$ cat src/rtl/clk_gate_idle_tracker.sv
// Upstream idle tracker for the source clock gate: counts outstanding transactions,
// drives dst_idle/src_req, stalls requests while the gated clock wakes up.
module clk_gate_idle_tracker #(
  parameter  int MAX_OUT  = 8,
  parameter  int WAKE_CYC = 2,
  localparam int CW       = $clog2(MAX_OUT + 1)
) (
  input  logic          reset_n,
  input  logic          clk_in,
  input  logic [3:0]    cfg_idle_dly,
  input  logic          req_vld,
  input  logic          req_ack,
  input  logic          dst_busy_in,
  input  logic          clk_enb,
  output logic          req_stall,
  output logic          src_req,
  output logic          dst_idle,
  output logic [CW-1:0] out_cnt,
  output logic          err_unf
);

  localparam int WW = (WAKE_CYC < 1) ? 1 : $clog2(WAKE_CYC + 1);
  localparam logic [CW-1:0] CNT_MAX  = CW'(MAX_OUT);
  localparam logic [CW-1:0] CNT_ZERO = {CW{1'b0}};
  localparam logic [WW-1:0] WAKE_TGT = WW'(WAKE_CYC);

  typedef enum logic [1:0] {
    ST_IDLE   = 2'd0,
    ST_WAKE   = 2'd1,
    ST_ACTIVE = 2'd2,
    ST_DRAIN  = 2'd3
  } state_t;

  state_t        state_r, state_nxt_s;
  logic [CW-1:0] out_cnt_r, cnt_nxt_s;
  logic [WW-1:0] wake_cnt_r, wake_nxt_s;
  logic [3:0]    dly_cnt_r, dly_nxt_s;
  logic          err_unf_r, err_nxt_s;
  logic          req_stall_r, stall_nxt_s;
  logic          src_req_r, src_nxt_s;
  logic          dst_idle_r, idle_nxt_s;
  logic          accept_s, drain_ok_s;

  assign accept_s = req_vld & ~req_stall_r;

  // Outstanding count update; an ack with nothing outstanding flags underflow instead.
  always_comb begin
    cnt_nxt_s = out_cnt_r;
    err_nxt_s = err_unf_r;
    if (accept_s && !req_ack) begin
      if (out_cnt_r != CNT_MAX) begin
        cnt_nxt_s = out_cnt_r + CW'(1);
      end else begin
        cnt_nxt_s = out_cnt_r;
      end
    end else if (req_ack && !accept_s) begin
      if (out_cnt_r == CNT_ZERO) begin
        err_nxt_s = 1'b1;
      end else begin
        cnt_nxt_s = out_cnt_r - CW'(1);
      end
    end else begin
      cnt_nxt_s = out_cnt_r;
    end
  end

  assign drain_ok_s = (cnt_nxt_s == CNT_ZERO) & ~dst_busy_in & ~req_vld;

  // Next-state logic for the idle/wake FSM and its counters.
  always_comb begin
    state_nxt_s = state_r;
    wake_nxt_s  = wake_cnt_r;
    dly_nxt_s   = dly_cnt_r;
    case (state_r)
      ST_IDLE: begin
        wake_nxt_s = {WW{1'b0}};
        if (req_vld) begin
          state_nxt_s = ST_WAKE;
        end else begin
          state_nxt_s = ST_IDLE;
        end
      end
      ST_WAKE: begin
        // Only an unbroken run of enabled cycles counts as a stable clock.
        if (clk_enb) begin
          if (wake_cnt_r + WW'(1) >= WAKE_TGT) begin
            state_nxt_s = ST_ACTIVE;
            wake_nxt_s  = {WW{1'b0}};
          end else begin
            wake_nxt_s  = wake_cnt_r + WW'(1);
          end
        end else begin
          wake_nxt_s = {WW{1'b0}};
        end
      end
      ST_ACTIVE: begin
        if (drain_ok_s) begin
          state_nxt_s = ST_DRAIN;
          dly_nxt_s   = cfg_idle_dly;
        end else begin
          state_nxt_s = ST_ACTIVE;
        end
      end
      ST_DRAIN: begin
        if (!drain_ok_s) begin
          state_nxt_s = ST_ACTIVE;
        end else if (dly_cnt_r == 4'd0) begin
          state_nxt_s = ST_IDLE;
        end else begin
          dly_nxt_s   = dly_cnt_r - 4'd1;
        end
      end
      default: begin
        state_nxt_s = ST_ACTIVE;
        wake_nxt_s  = {WW{1'b0}};
        dly_nxt_s   = 4'd0;
      end
    endcase
  end

  // Output decode from the upcoming state so the outputs come straight from flops.
  always_comb begin
    stall_nxt_s = 1'b1;
    src_nxt_s   = 1'b0;
    idle_nxt_s  = 1'b0;
    case (state_nxt_s)
      ST_IDLE: begin
        stall_nxt_s = 1'b1;
        src_nxt_s   = 1'b0;
        idle_nxt_s  = 1'b1;
      end
      ST_WAKE: begin
        stall_nxt_s = 1'b1;
        src_nxt_s   = 1'b1;
        idle_nxt_s  = 1'b0;
      end
      ST_ACTIVE: begin
        stall_nxt_s = (cnt_nxt_s == CNT_MAX);
        src_nxt_s   = req_vld;
        idle_nxt_s  = 1'b0;
      end
      ST_DRAIN: begin
        stall_nxt_s = 1'b0;
        src_nxt_s   = 1'b0;
        idle_nxt_s  = 1'b1;
      end
      default: begin
        stall_nxt_s = 1'b1;
        src_nxt_s   = 1'b0;
        idle_nxt_s  = 1'b0;
      end
    endcase
  end

  // State, counter and output registers.
  always_ff @(posedge clk_in or negedge reset_n) begin
    if (!reset_n) begin
      state_r     <= ST_ACTIVE;
      out_cnt_r   <= CNT_ZERO;
      wake_cnt_r  <= {WW{1'b0}};
      dly_cnt_r   <= 4'd0;
      err_unf_r   <= 1'b0;
      req_stall_r <= 1'b0;
      src_req_r   <= 1'b0;
      dst_idle_r  <= 1'b0;
    end else begin
      state_r     <= state_nxt_s;
      out_cnt_r   <= cnt_nxt_s;
      wake_cnt_r  <= wake_nxt_s;
      dly_cnt_r   <= dly_nxt_s;
      err_unf_r   <= err_nxt_s;
      req_stall_r <= stall_nxt_s;
      src_req_r   <= src_nxt_s;
      dst_idle_r  <= idle_nxt_s;
    end
  end

  assign req_stall = req_stall_r;
  assign src_req   = src_req_r;
  assign dst_idle  = dst_idle_r;
  assign out_cnt   = out_cnt_r;
  assign err_unf   = err_unf_r;

endmodule

$ cat config.mk
export PLATFORM = sky130hd
export DESIGN_NAME = clk_gate_idle_tracker
export DESIGN_NICKNAME = d
export VERILOG_FILES = /design/src/rtl/clk_gate_idle_tracker.sv
export SDC_FILE = /design/constraint.sdc
export NUM_CORES = 1
export LEC_CHECK = 0
export CORE_MARGIN = 2
export CORE_UTILIZATION = 46
export DETAILED_ROUTE_END_ITERATION = 7
export DONT_BUFFER_PORTS = 1
export PLACE_DENSITY = 0.71
export SYNTH_ARGS = -nofsm -noshare
export SYNTH_HDL_FRONTEND = slang
export SYNTH_SLANG_ARGS = --single-unit
$ cat constraint.sdc
create_clock -name clk_in -period 3.65 [get_ports clk_in]
set_input_delay 0.73 -clock clk_in [delete_from_list [all_inputs] [get_ports clk_in]]
set_output_delay 0.73 -clock clk_in [all_outputs]
set_load 0.01 [all_outputs]
==> results.toml <==
[synthesis]
synth_ff_type = "dfrtp_1"
synth_area_per_cell_sq_um = 9.40
synthCells = 110
yosys_warnings = 0
yosysUniqueCellTypes = 46
synth_seq_cells = 16
syn_area_sq_um = 1030
async_flop_share_pct = 100
synth_edf_count = 0
synthesis.nets = 125
synth-seq-area-share_pct = 38.9

[grt]
grt_use_total_pct = 19.1
grt_max_degree = 17
grt_pass1_vias = 820
grt-ovfl-total = 0
grt_first_pass_wirelength_mm = 3.66
grt_antenna_before_repair = 0

[final_layout]
layout.nets = 128
multi_input_area_sq_um = 587
antenna_cells = 0
final-seq-area_sq_um = 402
drive_gt1_share_pct = 11.6
layout_commonest_cell = "dfrtp_1"
fillers = 224
final_cell_mix = "15 x dfrtp_1, 9 x inv_1, 8 x nor2_1"
syn2layout_area_growth_pct = 6.17
post-route-util_pct = 50.6
instances_no_fill = 140

[placement]
port_buffers = 0
globalplace.congestion = 0.859
placed_cells = 136
dp_hpwl_mm = 1.66
place_ws_ns = 0.755

[clock_network]
ctsHtreeMaxLevel = 1
clkTransAtPathRegs_ns = 0.10
cts_hold_buffers = 0
cts_resized = 0
cts_tree = "built"
post_cts.repair.setup_buffers = 0
cts-root-buf = "clkbuf_4"
clk-insertion-delay-late_ns = 0.30
cts_sinks = 16
cts_buffers = 3
cts_max_path_buffers = 2

[worst_setup_path]
critPathLaunchType = "flop"
regToRegStartpoint = "out_cnt[0]$_DFF_PN0_"
worstSetupEndpointType = "flop"
crit_start = "out_cnt[0]$_DFF_PN0_"
cp_data_required_time_ns = 3.84
path_class = "reg -> reg"
crit_fanout = 6
r2r_setup_slack_ns = 0.76
arrival_ns = 3.08

[timing]
hold_violations = 0
fin_worst_skew_ns = 0.00551
fin_crit_sh_pct = 79.2
fmax_ghz = 0.346
worst_slack_ns = 0.761
finalSetupTns_ns = 0
rsz0062_at_grt = "no"
finalSetupViolations = 0
tightest_slew_ns = 0.394
finalMaxSlewViolations = 0
period_minus_slack_ns = 2.89
relSlewSlack_pct = 73.8

[detailed_routing]
vias_per_cell = 6.05
drtPass1Iterations = 4
drc_errors = 0
routed_wl_mm = 2.16
via_count = 847
wl_per_cell_microns = 15.4
ant_nets = 0
drt_iter0_drc = 9

[pwr]
powerDensity_nw_per_um2 = 826
vdd_ir_drop_max_mv = 0.410
leakage_uw = 0.000468

[die]
start_util_pct = 47.6
coreArea_sq_um = 2170
ios = 18
die_w_microns = 51.4
fp.dieH_microns = 51.4
placementRows = 17
dieArea_sq_um = 2640

[run]
max_cap_violations = 0

[min_path]
hold_class = "in -> async"

[status]
status = "finished clean"
layer usage:
metal  wire, microns  track usage, %  up-vias
met2            1030            32.3       22
met4              46            9.21        0
met1             975            21.8      411
met3             106            5.85        7
met5               0               0        -
li1                -               -      407
cell usage after synthesis, types with 2 or more instances:
cell type  instances  area share [%]
a21oi_1            7             3.4
o31ai_1            3             2.2
a22o_1             2             1.7
xnor2_1            3             2.5
dfrtp_1           15              36
nor2_1             8             2.9
nand2_1            6             2.2
nand3_1            5             2.4
o21ai_0            2            0.97
nor3b_1            3             2.2
nand2b_1           2             1.2
ha_1               5             6.1
a41oi_1            2             1.7
o21a_1             2             1.5
mux2i_1            2             1.9
o22ai_1            2             1.2
nor3_1             3             1.5
inv_1              9             3.3
or2_2              2             1.2
layout make-up:
type	count	area share, %
clock buffers	4	3.31
well taps	28	3.19
flip-flops and latches	16	36.6
multi-input cells	82	53.5
inverters	10	3.42
worst paths after layout:
check / cells after the start / to
worst max-delay path: 10 / src_req$_DFF_PN0_
worst min-delay path: 0 / dly_cnt_r[0]$_DFFE_PN0P_
worst max register to register: 10 / src_req$_DFF_PN0_
worst min register to register: 1 / dly_cnt_r[0]$_DFFE_PN0P_
max in group asynchronous: 0 / state_r[1]$_DFF_PN1_
min in group clk_in: 1 / dly_cnt_r[0]$_DFFE_PN0P_
sequential cells by signal (all words and copies together) (netlist names):
name / cells
out_cnt: 4
dst_idle: 1
src_req: 1
state_r: 2
wake_cnt_r: 2
req_stall: 1
dly_cnt_r: 4
err_unf: 1
per-stage QoR:
stage | hold slack (ns) | total power [uW] | cell area, sq um
3_3_place_gp | 0.435 | 774 | 1060
4_1_cts | 0.105 | 913 | 1100
3_5_place_dp | 0.435 | 789 | 1060
5_1_grt | 0.0903 | 990 | 1100
2_1_floorplan | 0.434 | 693 | 1030
6_report | 0.111 | 907 | 1100
power breakdown:
part | total (uW) | switching [uW] | internal, uW | leakage [uW]
logic | 424 | 235 | 189 | 0.000254
clock network | 122 | 61.1 | 60.9 | 0.0000210
registers | 361 | 107 | 254 | 0.000192
critical path, stage by stage, from the launching register on:
cell and delay, ns:
dfrtp_1 0.47, inv_1 0.15, ha_1 0.24, or3b_1 0.41, a21o_1 0.20, o2bb2ai_1 0.15, nor2_1 0.29, nand3_1 0.18
o21a_1 0.20, ha_1 0.28, a22o_1 0.21
logic make-up after synthesis:
| kind of cell | Yosys count | synth area share (%) |
|---|---|---|
| compound gates | 30 | 21.7 |
| xor+xnor | 3 | 2.54 |
| fa+ha+maj | 5 | 6.05 |
| buf+inv | 12 | 4.36 |
| flops | 16 | 38.9 |
| mux | 3 | 3.03 |
| simple gates | 41 | 23.5 |
Power figures use the tool's default switching activity.
